===== src/rtl/jtag_work_bridge_if.sv =====
`default_nettype none
// ============================================================================
//  Module      : jtag_work_bridge_if
//  Description : Bundle of the host FIFO, device FIFO, work and nonce signals
//                that surround jtag_work_bridge.
//  Revision    : 1.0  initial release
// ============================================================================
interface jtag_work_bridge_if;
  logic [8:0]   h2d_data;
  logic         h2d_empty;
  logic         h2d_rd_en;
  logic [11:0]  d2h_data;
  logic         d2h_wr_en;
  logic         d2h_full;
  logic [255:0] midstate;
  logic [95:0]  data;
  logic         work_valid;
  logic [31:0]  golden_nonce;
  logic         golden_nonce_valid;

  // Bridge side
  modport master (
    input  h2d_data, h2d_empty, d2h_full, golden_nonce, golden_nonce_valid,
    output h2d_rd_en, d2h_data, d2h_wr_en, midstate, data, work_valid
  );

  // FIFO pair and hashing core side
  modport slave (
    output h2d_data, h2d_empty, d2h_full, golden_nonce, golden_nonce_valid,
    input  h2d_rd_en, d2h_data, d2h_wr_en, midstate, data, work_valid
  );
endinterface
`default_nettype wire


===== src/rtl/jtag_work_bridge.sv =====
`default_nettype none
// ============================================================================
//  Module      : jtag_work_bridge
//  Description : Parses host LOAD_WORK/flush/status commands into work for the
//                core and serialises golden nonces and status to the host.
//  Revision    : 1.0  initial release
// ============================================================================
module jtag_work_bridge #(
  parameter int NONCE_DEPTH = 4
) (
  input  wire logic           rx_clk,
  input  wire logic           jt_reset,
  jtag_work_bridge_if.master  bus
);

  localparam int c_PTR_W = (NONCE_DEPTH > 1) ? $clog2(NONCE_DEPTH) : 1;
  localparam int c_CNT_W = c_PTR_W + 1;
  localparam logic [5:0] c_LAST_BYTE = 6'd43;

  typedef enum logic [0:0] {
    P_IDLE = 1'b0,
    P_LOAD = 1'b1
  } parse_state_t;

  typedef enum logic [1:0] {
    T_IDLE   = 2'd0,
    T_NONCE  = 2'd1,
    T_STATUS = 2'd2
  } tx_state_t;

  // --------------------------------------------------------------------------
  // Host FIFO read side (non-FWFT: word valid the cycle after the pop)
  // --------------------------------------------------------------------------
  logic       r_rd_pending;
  logic       w_rd_en;
  logic       w_word_valid;
  logic       w_is_cmd;
  logic [7:0] w_byte;
  logic       w_cmd_load;
  logic       w_cmd_flush;
  logic       w_cmd_status;

  assign w_rd_en        = !jt_reset && !bus.h2d_empty && !r_rd_pending;
  assign bus.h2d_rd_en  = w_rd_en;

  always_ff @(posedge rx_clk or posedge jt_reset) begin
    if (jt_reset) begin
      r_rd_pending <= 1'b0;
    end else begin
      r_rd_pending <= w_rd_en;
    end
  end

  assign w_word_valid = r_rd_pending;
  assign w_is_cmd     = bus.h2d_data[8];
  assign w_byte       = bus.h2d_data[7:0];

  // Commands are decoded identically in both parser states, which gives resync
  assign w_cmd_load   = w_word_valid && w_is_cmd && (w_byte == 8'h01);
  assign w_cmd_flush  = w_word_valid && w_is_cmd && (w_byte == 8'h02);
  assign w_cmd_status = w_word_valid && w_is_cmd && (w_byte == 8'h03);

  // --------------------------------------------------------------------------
  // Parser: collects 44 bytes into a shadow, commits atomically
  // --------------------------------------------------------------------------
  parse_state_t r_pstate;
  logic [5:0]   r_k;
  logic [351:0] r_shadow;
  logic [255:0] r_midstate;
  logic [95:0]  r_data;
  logic         r_work_valid;

  always_ff @(posedge rx_clk or posedge jt_reset) begin
    if (jt_reset) begin
      r_pstate     <= P_IDLE;
      r_k          <= 6'd0;
      r_shadow     <= '0;
      r_midstate   <= '0;
      r_data       <= '0;
      r_work_valid <= 1'b0;
    end else begin
      r_work_valid <= 1'b0;
      if (w_word_valid) begin
        if (w_is_cmd) begin
          r_pstate <= w_cmd_load ? P_LOAD : P_IDLE;
          r_k      <= 6'd0;
        end else if (r_pstate == P_LOAD) begin
          r_shadow[{r_k, 3'b000} +: 8] <= w_byte;
          if (r_k == c_LAST_BYTE) begin
            // Final byte bypasses the shadow so the commit lands on this edge
            r_midstate   <= r_shadow[255:0];
            r_data       <= {w_byte, r_shadow[343:256]};
            r_work_valid <= 1'b1;
            r_pstate     <= P_IDLE;
            r_k          <= 6'd0;
          end else begin
            r_k <= r_k + 6'd1;
          end
        end
      end
    end
  end

  assign bus.midstate   = r_midstate;
  assign bus.data       = r_data;
  assign bus.work_valid = r_work_valid;

  // --------------------------------------------------------------------------
  // Golden-nonce circular queue
  // --------------------------------------------------------------------------
  logic [31:0]        r_mem [NONCE_DEPTH];
  logic [c_PTR_W-1:0] r_wr_ptr;
  logic [c_PTR_W-1:0] r_rd_ptr;
  logic [c_CNT_W-1:0] r_count;
  logic               r_overflow;
  logic               w_q_full;
  logic               w_enq;
  logic               w_deq;

  assign w_q_full = (r_count == c_CNT_W'(NONCE_DEPTH));
  assign w_enq    = bus.golden_nonce_valid && !w_q_full && !w_cmd_flush;

  always_ff @(posedge rx_clk) begin
    if (w_enq) begin
      r_mem[r_wr_ptr] <= bus.golden_nonce;
    end
  end

  always_ff @(posedge rx_clk or posedge jt_reset) begin
    if (jt_reset) begin
      r_wr_ptr   <= '0;
      r_rd_ptr   <= '0;
      r_count    <= '0;
      r_overflow <= 1'b0;
    end else if (w_cmd_flush) begin
      r_wr_ptr   <= '0;
      r_rd_ptr   <= '0;
      r_count    <= '0;
      r_overflow <= 1'b0;
    end else begin
      if (bus.golden_nonce_valid && w_q_full) begin
        r_overflow <= 1'b1;
      end
      if (w_enq) begin
        r_wr_ptr <= r_wr_ptr + c_PTR_W'(1);
      end
      if (w_deq) begin
        r_rd_ptr <= r_rd_ptr + c_PTR_W'(1);
      end
      if (w_enq && !w_deq) begin
        r_count <= r_count + c_CNT_W'(1);
      end else if (!w_enq && w_deq) begin
        r_count <= r_count - c_CNT_W'(1);
      end
    end
  end

  // --------------------------------------------------------------------------
  // TX serialiser
  // --------------------------------------------------------------------------
  tx_state_t   r_tstate;
  logic [1:0]  r_idx;
  logic [31:0] r_shift;
  logic [11:0] r_word;
  logic        r_pop_ok;
  logic        r_status_pending;
  logic        w_tx_push;
  logic [4:0]  w_cnt_ext;
  logic [2:0]  w_cnt_sat;
  logic [11:0] w_status_word;
  logic [31:0] w_head;

  assign w_head        = r_mem[r_rd_ptr];
  assign w_cnt_ext     = 5'(r_count);
  assign w_cnt_sat     = (w_cnt_ext > 5'd7) ? 3'd7 : w_cnt_ext[2:0];
  assign w_status_word = {4'b0100, r_overflow, w_cnt_sat, 4'b0000};

  // Gating the strobe with the live full flag keeps pushes off a full FIFO
  assign w_tx_push     = (r_tstate != T_IDLE) && !bus.d2h_full;
  assign w_deq         = (r_tstate == T_NONCE) && w_tx_push && (r_idx == 2'd3)
                         && r_pop_ok && (r_count != '0);

  always_ff @(posedge rx_clk or posedge jt_reset) begin
    if (jt_reset) begin
      r_tstate         <= T_IDLE;
      r_idx            <= 2'd0;
      r_shift          <= '0;
      r_word           <= '0;
      r_pop_ok         <= 1'b0;
      r_status_pending <= 1'b0;
    end else begin
      if (w_cmd_status) begin
        r_status_pending <= 1'b1;
      end else if ((r_tstate == T_STATUS) && w_tx_push) begin
        r_status_pending <= 1'b0;
      end
      // A flush mid-nonce lets the latched entry finish but must not pop
      if (w_cmd_flush) begin
        r_pop_ok <= 1'b0;
      end

      case (r_tstate)
        T_IDLE: begin
          if (!bus.d2h_full) begin
            if (r_status_pending) begin
              r_word   <= w_status_word;
              r_tstate <= T_STATUS;
            end else if (r_count != '0) begin
              r_shift  <= w_head;
              r_word   <= {2'b10, 2'b00, w_head[7:0]};
              r_idx    <= 2'd0;
              r_pop_ok <= !w_cmd_flush;
              r_tstate <= T_NONCE;
            end
          end
        end
        T_NONCE: begin
          if (w_tx_push) begin
            if (r_idx == 2'd3) begin
              r_tstate <= T_IDLE;
            end else begin
              r_idx   <= r_idx + 2'd1;
              r_word  <= {2'b10, r_idx + 2'd1, r_shift[15:8]};
              r_shift <= {8'h00, r_shift[31:8]};
            end
          end
        end
        T_STATUS: begin
          if (w_tx_push) begin
            r_tstate <= T_IDLE;
          end
        end
        default: r_tstate <= T_IDLE;
      endcase
    end
  end

  assign bus.d2h_data  = r_word;
  assign bus.d2h_wr_en = w_tx_push;

endmodule
`default_nettype wire


===== src/flat_wrapper.sv =====
// flat-port wrapper written by rule: the top's interface ports become plain ports
module jtag_work_bridge_flat 
#(
  parameter int NONCE_DEPTH = 4
)
  (rx_clk, jt_reset, bus_h2d_data, bus_h2d_empty, bus_d2h_full, bus_golden_nonce, bus_golden_nonce_valid, bus_h2d_rd_en, bus_d2h_data, bus_d2h_wr_en, bus_midstate, bus_data, bus_work_valid);
  jtag_work_bridge_if bus_i ();
  input  wire logic rx_clk;
  input  wire logic jt_reset;
  input wire logic [$bits(bus_i.h2d_data)-1:0] bus_h2d_data;
  input wire logic [$bits(bus_i.h2d_empty)-1:0] bus_h2d_empty;
  input wire logic [$bits(bus_i.d2h_full)-1:0] bus_d2h_full;
  input wire logic [$bits(bus_i.golden_nonce)-1:0] bus_golden_nonce;
  input wire logic [$bits(bus_i.golden_nonce_valid)-1:0] bus_golden_nonce_valid;
  output wire logic [$bits(bus_i.h2d_rd_en)-1:0] bus_h2d_rd_en;
  output wire logic [$bits(bus_i.d2h_data)-1:0] bus_d2h_data;
  output wire logic [$bits(bus_i.d2h_wr_en)-1:0] bus_d2h_wr_en;
  output wire logic [$bits(bus_i.midstate)-1:0] bus_midstate;
  output wire logic [$bits(bus_i.data)-1:0] bus_data;
  output wire logic [$bits(bus_i.work_valid)-1:0] bus_work_valid;
  assign bus_i.h2d_data = bus_h2d_data;
  assign bus_i.h2d_empty = bus_h2d_empty;
  assign bus_i.d2h_full = bus_d2h_full;
  assign bus_i.golden_nonce = bus_golden_nonce;
  assign bus_i.golden_nonce_valid = bus_golden_nonce_valid;
  assign bus_h2d_rd_en = bus_i.h2d_rd_en;
  assign bus_d2h_data = bus_i.d2h_data;
  assign bus_d2h_wr_en = bus_i.d2h_wr_en;
  assign bus_midstate = bus_i.midstate;
  assign bus_data = bus_i.data;
  assign bus_work_valid = bus_i.work_valid;
  jtag_work_bridge #(.NONCE_DEPTH(NONCE_DEPTH)) u_core (.rx_clk(rx_clk), .jt_reset(jt_reset), .bus(bus_i));
endmodule

===== config.mk =====
export PLATFORM = sky130hd
export DESIGN_NAME = jtag_work_bridge_flat
export DESIGN_NICKNAME = d
export VERILOG_FILES = /design/src/rtl/jtag_work_bridge_if.sv /design/src/rtl/jtag_work_bridge.sv /design/src/flat_wrapper.sv
export SDC_FILE = /design/constraint.sdc
export NUM_CORES = 2
export LEC_CHECK = 0
export ABC_AREA = 1
export BUFFER_PORTS_ARGS = -buffer_cell sky130_fd_sc_hd__buf_4
export CAP_MARGIN = 20
export CORE_MARGIN = 8
export CORE_UTILIZATION = 40
export CTS_CLUSTER_DIAMETER = 100
export DETAILED_ROUTE_END_ITERATION = 8
export PLACE_DENSITY = 0.61
export SLEW_MARGIN = 20
export SYNTH_ARGS = -nofsm -noshare
export SYNTH_HDL_FRONTEND = slang
export SYNTH_SLANG_ARGS = --single-unit

===== constraint.sdc =====
create_clock -name rx_clk -period 21.5 [get_ports rx_clk]
set_clock_uncertainty 0.15 [all_clocks]
set_input_delay 0 -clock rx_clk [delete_from_list [all_inputs] [get_ports rx_clk]]
set_output_delay 0 -clock rx_clk [all_outputs]
set_load 0.1 [all_outputs]

==> metrics.txt <==
status=completed; nets=4368; via count of the routed design=27500; Final Slew Violations=0; CTS tree=done; share of layout cells above drive strength 1=14.8%; initial antenna violation count=2; Main synth FF type=dfrtp_1; Syn Inst Count=3872; Max Freq=216 MHz; Critical Path End Type=flop; CP max FO=138; vias in the first global route=27000; Final period util=a little over a fifth; Cell variety after synth=38; total track usage=roughly 22%; clock slew at reported path FFs=around 0.06 ns; PwrDens=~90 nW/µm²; hold-critical path endpoint=u_core.r_rd_ptr[1]; Crit path required time=21.94 ns; largest net degree at the start of global routing=170; critical path launch point type=flop; Tightest Hold Check Type=in2reg; WL final=112 mm; Worst-Skew Late Latency=0.66 ns; die area=roughly 100000 µm²; post-layout util=49.2%; Clk Tree Root Cell=clkbuf_16; core area=88000 µm²; Synth area leaders=dfrtp_1 54%, nand2_1 20%, edfxtp_1 11%, o21ai_0 3.2%, nand3_1 2.8%; post_cts resized=0; die width=313 µm; Hold WS=0.111 ns; hold path startpoint=bus_d2h_full; H-tree levels=3; Yosys top cell area share=a little over half; Setup Buffers After CTS=0; Worst Reg-to-Reg Cells=9; WS Path Type=reg2reg; routed vias/inst=~5.0; Net Count, Synth=3930; setup TNS=0 ns; RSZ-0062 raised after global routing=no; Synth area leader=dfrtp_1; worst slew pin tran=between 1 and 1.5 ns; Detailed Routing Iterations Pass 1=6; first-pass GRT wire length=between 150 and 200 mm; # setup viols final=0; FF-to-FF setup slack=16.87 ns; reg2reg end=u_core.bus.midstate[168]; chip height=roughly 310 µm; number of routed nets with antenna violations=0; Post-synth ARST share=85.5%; crit path DAT=5.08 ns; slew margin rel.=23.4%; Hold Path Stages=5; DP HPWL=75.1 mm; peak supply drop=~120 µV; Starting DRT DRC Count=2803; Clock Tree Buf Depth=3; Starting Density=approximately two fifths; P&R area growth vs syn=22.7%; Final Critical Period=4.63 ns; Static Leak=22.9 nW; post-synthesis cell area=35300 µm²; Top Ports=413; total gr overflow=0; port bufs=412; Yosys reg bits=roughly 880; Ys Warns=0; syn avg cell area=9.12 µm²; post-synthesis sequential area ratio=64.4%; clock sinks=883; Fin. Hold Viols=0; WL/cell=20.2 µm; Rows=109; number of CTS-inserted buffers=95; number of synthesized flops with an enable pin=128; Max Cap Viol=0; r2r startpoint=u_core.r_k[0]; post-route DRC violation count=0; Placer Congestion=0.840
per-layer routing:
layer,routed length [µm],up-vias,track usage (%)
li1,-,13200,-
met1,48700,13300,30.6
met2,50900,865,34.9
met3,8440,174,4.97
met4,3800,0,7.64
met5,0,-,0
placed cells by master (no fill, tap or decap), drive strengths merged, types with 2 or more instances in the layout:
master	n
o22ai	9
o22a	8
nand4	48
clkbuf	141
dfrtp	755
and2	5
diode	2
nand3	199
clkinv	22
edfxtp	128
nor3	30
a21oi	45
nand2	1850
dlygate4sd3	83
buf	443
o21bai	2
xor2	6
nor2	188
o21ai	235
inv	159
ha	11
o2111ai	4
bufinv	4
layout make-up:
class / count / area, µm²
tap: 1165 / 1460
fill: 8268 / 44700
multi-input combinational: 2647 / 11200
timing repair buffer: 526 / 4170
inverter: 157 / 604
antenna: 2 / 5.00
sequential: 883 / 22700
clock buffer: 141 / 2830
clock inverter: 29 / 315
registers in the layout, indices dropped and copies added (netlist names), 2 cells and up:
name	flops
u_core.r_mem	128
u_core.r_shift	24
u_core.r_shadow	344
u_core.r_k	6
u_core.r_idx	2
u_core.bus.midstate	256
u_core.r_rd_ptr	2
u_core.r_count	3
u_core.bus.d2h_data	12
u_core.r_wr_ptr	2
u_core.r_tstate	2
u_core.bus.data	96
power by group:
| part | leakage [nW] | internal (W) | total, W | switching (W) |
|---|---|---|---|---|
| logic | 9.93 | 0.000119 | 0.000458 | 0.000338 |
| clock network | 1.56 | 0.000960 | 0.00164 | 0.000675 |
| registers | 11.4 | 0.00179 | 0.00183 | 0.0000383 |
worst max-delay path, cell delays in order (launching register included):
cell	delay [ns]
dfrtp_1	0.63
ha_1	0.30
nand3_1	0.19
inv_1	0.19
nand2_8	0.40
inv_8	0.72
buf_4	0.86
buf_4	0.77
nand2_1	0.13
nand2_1	0.09
Yosys cell counts, types with 19 or more instances:
cell type,count
nand4_1,48
dfrtp_1,755
nor2_2,19
nor3_1,26
o21ai_0,224
inv_1,148
buf_2,79
nor2_1,160
nand2_1,1842
edfxtp_1,128
a21oi_1,45
nand3_1,198
clkbuf_1,91
worst max-delay path by stage:
| stage | start | endpoint | slack [ns] | depth (start not counted) |
|---|---|---|---|---|
| 4_1_cts | u_core.r_k[0] | u_core.bus.midstate[166] | 16.71 | 9 |
| 2_1_floorplan | jt_reset | u_core.bus.d2h_data[0] | 0.16 | 1 |
| 3_5_place_dp | u_core.r_k[0] | u_core.bus.midstate[166] | 16.78 | 9 |
| 3_3_place_gp | u_core.r_k[0] | u_core.bus.midstate[41] | 16.57 | 9 |
| 5_1_grt | u_core.r_k[0] | u_core.bus.midstate[165] | 16.44 | 9 |
| 6_report | u_core.r_k[0] | u_core.bus.midstate[168] | 16.87 | 9 |
metrics by stage:
stage	area (µm²)	setup WS, ns	total power, W	cells
global placement	39300	16.57	0.00230	5295
global route	43300	16.44	0.00408	5550
finish	43300	16.87	0.00392	5550
CTS	43300	16.71	0.00396	5548
floorplan	35300	0.160	0.00216	3872
detailed placement	39300	16.78	0.00231	5295
logic make-up (layout without fill, tap and decap cells):
group	after synthesis	count (layout)	share of synthesized area (%)
compound gates	306	306	4.53
other cells	0	2	0
buf+inv	342	853	4.00
simple gates	2322	2322	26.4
xor+xnor	7	7	0.174
flops	883	883	64.4
fa+ha+maj	12	12	0.447
repair_timing:
action,in CTS,in global routing
setup endpoints to repair,0,0
endpoints found under the hold margin,424,0
hold buffers,83,0
No activity file was read; power rests on OpenSTA's default activity.
